## config.mk

```make
export PLATFORM = sky130hd
export DESIGN_NAME = change_dispenser
export DESIGN_NICKNAME = d
export VERILOG_FILES = /design/src/rtl/vending_pkg.sv /design/src/rtl/change_dispenser_actuator_step.sv /design/src/rtl/change_dispenser.sv
export SDC_FILE = /design/constraint.sdc
export NUM_CORES = 1
export LEC_CHECK = 0
export CAP_MARGIN = 30
export CORE_MARGIN = 2
export CORE_UTILIZATION = 40
export DETAILED_ROUTE_END_ITERATION = 8
export PLACE_DENSITY = 0.62
export REMOVE_ABC_BUFFERS = 1
export SYNTH_ARGS = -nofsm -noshare
export SYNTH_HDL_FRONTEND = slang
export SYNTH_SLANG_ARGS = --single-unit
```

## constraint.sdc

```tcl
create_clock -name clock -period 6.5 [get_ports clock]
set_input_delay 1.625 -clock clock [delete_from_list [all_inputs] [get_ports clock]]
set_output_delay 1.625 -clock clock [all_outputs]
set_load 0.03 [all_outputs]
```

## src/rtl/vending_pkg.sv

```systemverilog
// Shared vending definitions: controller/dispenser state encoding, coin values
// and default actuator timing.
package vending_pkg;

   typedef enum logic [2:0] {
      ST_IDLE,
      ST_BOTTLE,
      ST_NICKEL,
      ST_DIME,
      ST_FAULT
   } state_t;

   localparam int unsigned NICKEL_VALUE           = 5;
   localparam int unsigned DIME_VALUE             = 10;
   localparam int unsigned QUARTER_VALUE          = 25;
   localparam int unsigned DEFAULT_PULSE_CYCLES   = 4;
   localparam int unsigned DEFAULT_TIMEOUT_CYCLES = 1000;

   // Nickels always go out before dimes.
   function automatic state_t next_step(input logic nickel_pending, input logic dime_pending);
      if (nickel_pending) return ST_NICKEL;
      if (dime_pending)   return ST_DIME;
      return ST_IDLE;
   endfunction

endpackage

```

## src/rtl/change_dispenser_actuator_step.sv

```systemverilog
// One mechanism step: fixed-length actuator pulse, remembered acknowledgement
// and a timeout measured from pulse start.
module actuator_step #(
   parameter int unsigned PULSE_CYCLES   = 4,
   parameter int unsigned TIMEOUT_CYCLES = 1000
) (
   input  logic clock,
   input  logic reset_n,
   input  logic start,
   input  logic active,
   input  logic ack,
   output logic drive,
   output logic done,
   output logic timeout
);

   localparam int unsigned CW = $clog2(TIMEOUT_CYCLES + PULSE_CYCLES + 1);
   localparam logic [CW-1:0] PULSE_LEN   = CW'(PULSE_CYCLES);
   localparam logic [CW-1:0] PULSE_END   = CW'(PULSE_CYCLES - 1);
   localparam logic [CW-1:0] TIMEOUT_END = CW'(TIMEOUT_CYCLES - 1);

   logic [CW-1:0] cnt;
   logic          acked;
   logic          ack_seen;

   // start arrives on the edge that enters a step, so acks from the previous step are dropped.
   always_ff @(posedge clock or negedge reset_n) begin
      if (!reset_n) begin
         cnt   <= '0;
         acked <= 1'b0;
      end else if (start) begin
         cnt   <= '0;
         acked <= 1'b0;
      end else if (active) begin
         if (cnt != '1) cnt <= cnt + CW'(1);
         if (ack) acked <= 1'b1;
      end
   end

   assign ack_seen = acked | ack;
   assign drive    = active && (cnt < PULSE_LEN);
   assign done     = active && ack_seen && (cnt >= PULSE_END);
   assign timeout  = active && !ack_seen && (cnt == TIMEOUT_END);

endmodule

```

## src/rtl/change_dispenser.sv

```systemverilog
// Sequences bottle drop and change ejection against mechanism acks, tracks
// hopper inventory and reports busy/fault/missed status.
module change_dispenser
   import vending_pkg::*;
#(
   parameter int unsigned PULSE_CYCLES   = DEFAULT_PULSE_CYCLES,
   parameter int unsigned TIMEOUT_CYCLES = DEFAULT_TIMEOUT_CYCLES,
   parameter int unsigned INV_W          = 8,
   parameter int unsigned INV_INIT       = 50
) (
   input  logic             clock,
   input  logic             reset_n,
   input  logic             deliver,
   input  logic             give_nickel,
   input  logic             give_dime,
   input  logic             give_doubledime,
   input  logic             bottle_done,
   input  logic             coin_sensed,
   input  logic             refill_nickel,
   input  logic             refill_dime,
   input  logic [INV_W-1:0] refill_count,
   input  logic             clear_fault,
   output logic             bottle_out,
   output logic             eject_nickel,
   output logic             eject_dime,
   output logic             busy,
   output logic             fault,
   output logic             missed,
   output logic [INV_W-1:0] nickel_count,
   output logic [INV_W-1:0] dime_count,
   output logic             nickel_empty,
   output logic             dime_empty
);

   state_t           state, state_next;
   logic             nickels_left, nickels_left_next;
   logic [1:0]       dimes_left, dimes_left_next;
   logic             step_start, step_active, step_ack;
   logic             step_drive, step_done, step_timeout;
   logic             dec_nickel, dec_dime;
   logic [INV_W-1:0] nickel_next, dime_next;

   function automatic logic [INV_W-1:0] inv_update(input logic [INV_W-1:0] count,
                                                   input logic refill,
                                                   input logic [INV_W-1:0] amount,
                                                   input logic dec);
      logic [INV_W:0] sum;
      sum = {1'b0, count} + (refill ? {1'b0, amount} : '0);
      if (dec && (sum != '0)) sum = sum - (INV_W+1)'(1);
      if (sum[INV_W]) return '1;
      return sum[INV_W-1:0];
   endfunction

   assign step_active = (state == ST_BOTTLE) || (state == ST_NICKEL) || (state == ST_DIME);
   assign step_ack    = (state == ST_BOTTLE) ? bottle_done : coin_sensed;
   assign dec_nickel  = (state == ST_NICKEL) && step_done;
   assign dec_dime    = (state == ST_DIME) && step_done;
   assign nickel_next = inv_update(nickel_count, refill_nickel, refill_count, dec_nickel);
   assign dime_next   = inv_update(dime_count, refill_dime, refill_count, dec_dime);

   actuator_step #(
      .PULSE_CYCLES  (PULSE_CYCLES),
      .TIMEOUT_CYCLES(TIMEOUT_CYCLES)
   ) u_step (
      .clock  (clock),
      .reset_n(reset_n),
      .start  (step_start),
      .active (step_active),
      .ack    (step_ack),
      .drive  (step_drive),
      .done   (step_done),
      .timeout(step_timeout)
   );

   always_comb begin
      state_next        = state;
      nickels_left_next = nickels_left;
      dimes_left_next   = dimes_left;
      step_start        = 1'b0;
      case (state)
         ST_IDLE: begin
            if (deliver) begin
               nickels_left_next = give_nickel;
               dimes_left_next   = {1'b0, give_dime} + {give_doubledime, 1'b0};
               state_next        = ST_BOTTLE;
            end
         end
         ST_BOTTLE: begin
            if (step_timeout)   state_next = ST_FAULT;
            else if (step_done) state_next = next_step(nickels_left, dimes_left != 2'd0);
         end
         ST_NICKEL: begin
            if (step_timeout) state_next = ST_FAULT;
            else if (step_done) begin
               nickels_left_next = 1'b0;
               state_next        = next_step(1'b0, dimes_left != 2'd0);
            end
         end
         ST_DIME: begin
            if (step_timeout) state_next = ST_FAULT;
            else if (step_done) begin
               dimes_left_next = dimes_left - 2'd1;
               state_next      = next_step(1'b0, dimes_left_next != 2'd0);
            end
         end
         ST_FAULT: begin
            if (clear_fault) state_next = ST_IDLE;
         end
         default: state_next = ST_IDLE;
      endcase

      // An empty hopper is judged on post-update inventory, so a same-cycle refill still counts.
      if (((state_next == ST_NICKEL) && (nickel_next == '0)) ||
          ((state_next == ST_DIME) && (dime_next == '0)))
         state_next = ST_FAULT;
      if (state_next == ST_FAULT) begin
         nickels_left_next = 1'b0;
         dimes_left_next   = 2'd0;
      end

      step_start = ((state_next == ST_BOTTLE) || (state_next == ST_NICKEL) || (state_next == ST_DIME)) &&
                   ((state_next != state) || step_done);
   end

   always_ff @(posedge clock or negedge reset_n) begin
      if (!reset_n) begin
         state        <= ST_IDLE;
         nickels_left <= 1'b0;
         dimes_left   <= 2'd0;
         missed       <= 1'b0;
         nickel_count <= INV_W'(INV_INIT);
         dime_count   <= INV_W'(INV_INIT);
      end else begin
         state        <= state_next;
         nickels_left <= nickels_left_next;
         dimes_left   <= dimes_left_next;
         missed       <= deliver && (state != ST_IDLE);
         nickel_count <= nickel_next;
         dime_count   <= dime_next;
      end
   end

   assign bottle_out   = (state == ST_BOTTLE) && step_drive;
   assign eject_nickel = (state == ST_NICKEL) && step_drive;
   assign eject_dime   = (state == ST_DIME) && step_drive;
   assign busy         = (state != ST_IDLE);
   assign fault        = (state == ST_FAULT);
   assign nickel_empty = (nickel_count == '0);
   assign dime_empty   = (dime_count == '0);

endmodule

```

After elaboration in Yosys (flattened, before gate mapping)
Index checks and enable logic that the tools add are counted.
{ "word_totals": {"regBits": 34, "inputBits": 19, "out_inout_bits": 24} }
{ "op_classes": {"n_addsub": 7, "magnitude_cmp": 2, "eq_ne": 18, "muxes": 61, "bitwise": 1, "reduce_logical": 42} }
{ "op_table": {"columns": ["operator", "n"], "rows": [
  ["$mux 3", 17],
  ["$mux 8", 6],
  ["$logic_not 8->1", 4],
  ["$mux 10", 3],
  ["$mux 1", 26],
  ["$add 8x8->9", 2],
  ["$eq 3x2->1 const B", 6],
  ["$mux 9", 2],
  ["$reduce_bool 9->1", 2],
  ["$sub 9x1->9 const B", 2],
  ["$logic_and 1x1->1", 16],
  ["$pmux 3 s5", 1],
  ["$add 10x1->10 const B", 1],
  ["$eq 10x10->1 const B", 1],
  ["$ge 10x2->1 const B", 1],
  ["$lt 10x3->1 const B", 1],
  ["$ne 10x10->1 const B", 1],
  ["$reduce_bool 2->1", 5],
  ["$ne 3x3->1 const B", 3],
  ["$reduce_bool 3->1", 3],
  ["$mux 2", 4],
  ["$reduce_and 4->1", 2],
  ["$eq 3x1->1 const B", 2],
  ["$eq 3x3->1 const B", 2],
  ["other kinds (11)", 18]
]} }

Depth between registers and ports, before layout
{ "depth": {"ltp_word": 27, "ltp_mapped": 14, "mapped_depth_nobuf": 12} }

Cells and area by module
From an unflattened synthesis, not the netlist that was laid out.
{ "unflattened": {"hier_cells": 430, "hier_area_um2": 3514.6} }
{ "by_module_without_submodules": {"columns": ["module", "instances", "cells_each", "area_each_um2", "seq_area_each_um2"], "rows": [
  ["change_dispenser", 1, 347, 2750.1, 583.1],
  ["actuator_step", 1, 83, 764.5, 275.3]
]} }

Worst setup path before layout
OpenSTA, ideal clock, no wires.
{ "synth_timing": {"path_kind": "input to register", "start": "in refill_dime", "end": "reg nickels_left", "setup_time_ns": 0.125, "t_arrival_ns": 4.778, "required_time_ns": 6.375, "setup_slack_ns": 1.597, "cell_stages": 12, "n_path_buf": 0, "path_cell_list": "and2_1 > ha_1 > fa_1 > a21o_1 > a211o_1 > and2_4 > or4_4 > a311oi_2 > xnor2_1 > or4b_4 > o211ai_2 > nor2_1"} }
{ "synth_between": {"elab_chain_len": 14, "elab_cells_between_ends": 19, "classes_between": "add/sub (2); eq/ne (4); mux (6); reduce/logical (7)"} }
{ "synth_lines": {"columns": ["item", "line_no", "text"], "rows": [
  ["start: declaration", "change_dispenser.sv:20", "input logic refill_dime,"],
  ["$mux 8 *", "change_dispenser.sv:48", "sum = {1'b0, count} + (refill ? {1'b0, amount} : '0);"],
  ["$add 8x8->9 *", "change_dispenser.sv:48", null],
  ["parallel branches: the longest is 2 deep, another holds $sub 9x1->9", null, null],
  ["$mux 9 *", "change_dispenser.sv:49", "if (dec && (sum != '0)) sum = sum - (INV_W+1)'(1);"],
  ["$mux 1", "change_dispenser.sv:50", "if (sum[INV_W]) return '1;"],
  ["$mux 8 *", "change_dispenser.sv:51", "return sum[INV_W-1:0];"],
  ["$logic_not 8->1 *", "change_dispenser.sv:114", "((state_next == ST_DIME) && (dime_next == '0)))"],
  ["$logic_and 1x1->1 *", "change_dispenser.sv:114", null],
  ["$logic_or 1x1->1 *", "change_dispenser.sv:113", "if (((state_next == ST_NICKEL) && (nickel_next == '0)) ||"],
  ["$mux 3 *", "change_dispenser.sv:113", null],
  ["named net state_next[2]", "change_dispenser.sv:35", "state_t state, state_next;"],
  ["$eq 3x3->1 *", "change_dispenser.sv:116", "if (state_next == ST_FAULT) begin"],
  ["$ne 3x2->1 (no source line) (tied with other cells)", null, null],
  ["$reduce_and 4->1 (no source line)", null, null],
  ["end signal: assignment", "change_dispenser.sv:135", "nickels_left <= nickels_left_next;"],
  ["end: declaration", "change_dispenser.sv:36", "logic nickels_left, nickels_left_next;"]
]} }
Mark *: on every way through the listed nets, which the timed path passes.
A chain may end at the register's enable or synchronous reset.

Worst setup path after layout
{ "layout_timing": {"start": "in refill_nickel", "end": "reg u_step.cnt[4]"} }
{ "layout_between": {"elab_chain_len": 17, "elab_cells_between_ends": 24, "classes_between": "add/sub (2); eq/ne (4); mux (6); reduce/logical (12)"} }
{ "layout_lines": {"columns": ["item", "line_no", "text"], "rows": [
  ["start: declaration", "change_dispenser.sv:19", "input logic refill_nickel,"],
  ["$mux 8 *", "change_dispenser.sv:48", null],
  ["$add 8x8->9 *", "change_dispenser.sv:48", null],
  ["parallel branches: the longest is 2 deep, another holds $sub 9x1->9", null, null],
  ["$mux 9 *", "change_dispenser.sv:49", null],
  ["$mux 1", "change_dispenser.sv:50", null],
  ["$mux 8 *", "change_dispenser.sv:51", null],
  ["$logic_not 8->1 *", "change_dispenser.sv:113", null],
  ["$logic_and 1x1->1 *", "change_dispenser.sv:113", null],
  ["$logic_or 1x1->1 *", "change_dispenser.sv:113", null],
  ["$mux 3 *", "change_dispenser.sv:113", null],
  ["$eq 3x1->1 or $eq 3x2->1 (tied branches)", "change_dispenser.sv:121", "step_start = ((state_next == ST_BOTTLE) || (state_next == ST_NICKEL) || (state_next == ST_DIME)) &&"],
  ["$logic_or 1x1->1 (2 in a row)", "change_dispenser.sv:121", null],
  ["$logic_and 1x1->1 *", "change_dispenser.sv:121", null],
  ["$reduce_bool 2->1 (no source line)", null, null],
  ["$reduce_and 2->1 (no source line)", null, null],
  ["end signal: assignment", "change_dispenser_actuator_step.sv:35", "if (cnt != '1) cnt <= cnt + CW'(1);"],
  ["end: declaration", "change_dispenser_actuator_step.sv:22", "logic [CW-1:0] cnt;"]
]} }
Mark *: on every way between the ends.

==> impl_metrics.json <==
{
  "worst_ep_required_time_ns": 6.72,
  "grt.total_usage_pct": 20.22,
  "synthAdderAreaFrac_pct": 10.21,
  "die_w_um": 93.57,
  "dieArea_mm2": 0.008755,
  "drv_cap": 0,
  "n_antenna_cell": 0,
  "hold_buffers": 0,
  "hpwl_um": 6481,
  "grt_pass1_vias": 2945,
  "place_congestion": 0.8787,
  "syn-instance-count": 387,
  "slew_viol_final": 0,
  "post_drt_wl_per_cell_um": 15.94,
  "netlist_area_mm2": 0.003209,
  "synthFlopType": "dfrtp_1",
  "yosys.area_share.simple_pct": 29.20,
  "antenna_found_initial": 0,
  "vdd_drop_max_mv": 0.1486,
  "internal-power_mw": 0.8358,
  "clockBufferDepth": 2,
  "clock-sinks": 34,
  "worst_slew_pin_slew_ns": 0.7595,
  "core_area_mm2": 0.007767,
  "clock_power_share_pct": 9.4,
  "worstPathArrival_ns": 5.95,
  "setup_viol": 0,
  "yosysUniqueCellTypes": 71,
  "post_cts_buffers": 0,
  "hold_viol": 0,
  "synthXorXnorAreaFrac_pct": 7.368,
  "seq_area_frac_synth_pct": 26.74,
  "p_comb_share_pct": 68.8,
  "status": "completed",
  "cellPowerDensity_mw_per_mm2": 452.6,
  "synth-compound-area-share_pct": 22.38,
  "clock.fmax_ghz": 0.1743,
  "synth.ff_latch_count": 34,
  "cts_tree": "yes",
  "path_class": "in2reg",
  "r2r_cells": 12,
  "clockRootBuffer": "clkbuf_8",
  "setup.worst_path.end_class": "flop",
  "grt_pass1_wl_um": 14370,
  "area_delta_synth_final_pct": 19.03,
  "hold_path_class": "reg2reg",
  "hold_depth": 2,
  "slew_headroom_pct": 48.05,
  "ant_nets": 0,
  "clock_latency_ns": 0.29,
  "period_needed_ns": 5.737,
  "ys_top_cells_by_count": "41 x nor2_1, 33 x nand2_1, 28 x dfrtp_1",
  "p_sw_mw": 0.8932,
  "power_frac_seq_pct": 21.8,
  "io_buffers": 42,
  "synth_top_family_by_area": "simple AND/OR/NAND/NOR gates",
  "synth_most_common_cell": "nor2_1",
  "yosys.area.top_type_share_pct": 21.83,
  "chipHeight_um": 93.57,
  "stdcell_count": 533,
  "rsz0062_at_grt": "no",
  "cts_made_buffers": 5,
  "rows": 32,
  "initial_utilization_pct": 41.32,
  "drive_gt1_share_pct": 6.961,
  "netlist_top_cells_area": "dfrtp_1 22%, ha_1 9.0%, dfstp_2 4.9%",
  "vias": 3120,
  "timing.setup.tns_ns": 0,
  "drt_iter0_drc": 225,
  "startpoint_type": "primary input",
  "yosysTopAreaCell": "dfrtp_1",
  "cp_max_fo": 11,
  "ctsResizeCount": 0,
  "crit_path_max_incr_delay_ns": 0.74,
  "viasPerCell": 5.854,
  "synth_edf_count": 0,
  "clk_pin_slew_ns": 0.07,
  "wl_um": 8496,
  "dp_cells": 524,
  "first_pass_iters": 5,
  "yosysWarnings": 0,
  "skew_ns": 0.005601,
  "path_cells": "clkdlybuf4s50_1, and2_1, ha_1, fa_1, xor2_1, a2111oi_0, o21ai_1, or4_1, o21ai_2, mux2i_1, o2111a_1, a211oi_1, buf_4, nor2_1",
  "final.period_utilization_pct": 88.26,
  "grt_overflow_total": 0,
  "drc": 0,
  "finalPower_mw": 1.729,
  "yosys-mux-area-fraction_pct": 0.9357,
  "ios": 43,
  "nets": 474,
  "leakagePower_nw": 1.547,
  "slowest_stage": "a2111oi_0",
  "grt_max_degree": 35,
  "swShare_pct": 51.66,
  "async_flop_share_pct": 100.0,
  "htreeDepth": 2,
  "syn_avg_cell_area_um2": 8.293
}
cell usage in the layout (no fill, tap or decap), types with 4 or more instances in the layout:
cell / n
o21ai_0: 9
or3_1: 5
a21o_1: 6
inv_1: 14
or4_1: 8
clkbuf_8: 6
nand2b_1: 4
nor2_1: 41
clkdlybuf4s50_1: 42
o21ai_1: 4
and3_1: 7
nand4_1: 10
dfrtp_1: 28
nand3_1: 11
a21oi_1: 20
xnor2_1: 15
xor2_1: 12
nand2_1: 33
nor3_1: 15
nor4_1: 6
dfstp_2: 6
o211ai_1: 9
ha_1: 23
and2_1: 18
o31ai_1: 4
final timing paths:
kind	startpoint	slack (ns)	endpoint
max reg2reg	nickel_count[0]	2.41	u_step.cnt[4]
max	refill_nickel	0.76	u_step.cnt[4]
min in group asynchronous	reset_n	1.74	u_step.cnt[6]
min reg2reg	dimes_left[1]	0.54	dimes_left[1]
max in group asynchronous	reset_n	4.42	dime_count[4]
min	dimes_left[1]	0.54	dimes_left[1]
logic make-up after synthesis:
kind of cell    count (synthesis)
buf+inv                        23
flops                          34
fa+ha+maj                      25
xor+xnor                       27
simple gates                  177
mux                             3
compound gates                 98
registers in the layout, indices dropped and copies added, names as in the netlist:
signal	cells
missed	1
nickel_count	8
u_step.acked	1
state	3
u_step.cnt	10
nickels_left	1
dimes_left	2
dime_count	8
stage by stage:
| step | setup WS [ns] | utilization, % | area (um2) | hold WS, ns |
|---|---|---|---|---|
| CTS | 0.6792 | 49.11 | 3815 | 0.5505 |
| finish | 0.7630 | 49.18 | 3820 | 0.5402 |
| detailed placement | 0.4001 | 47.94 | 3724 | 0.5342 |
| global route | 0.4325 | 49.18 | 3820 | 0.5592 |
| floorplan | 1.308 | - | 3161 | 0.4952 |
| global placement | 0.4220 | 47.94 | 3724 | 0.5262 |
metal layers:
layer / part of all wire (%) / vias up / track usage [%]
met5: 0 / - / 0
met4: 1.6 / 0 / 5.435
met3: 4.8 / 14 / 2.417
met2: 44 / 116 / 31.71
met1: 49 / 1449 / 29.42
li1: - / 1541 / -
power groups by stage:
stage / sequential, mW / clock (mW) / combinational (mW)
after floorplan: 0.447 / 0 / 0.760
after global placement: 0.377 / 0 / 1.16
after detailed placement: 0.378 / 0 / 1.17
after CTS: 0.374 / 0.167 / 1.18
after global routing: 0.387 / 0.179 / 1.32
final: 0.376 / 0.163 / 1.19
critical path, delay by kind of cell:
kind | cells | cell delay (ns)
compound gates | 5 | 1.58
simple gates | 3 | 0.83
buf+inv | 2 | 0.70
fa+ha+maj | 2 | 0.63
mux | 1 | 0.31
xor+xnor | 1 | 0.26
layout make-up:
class	count	area, um2
clock buffer	7	86.33
clock inverter	1	5.005
fill	803	3948
inverter	14	52.55
multi-input combinational	330	2250
sequential	34	858.3
tap	102	127.6
timing repair buffer	45	440.4
Power figures use the tool's default switching activity.
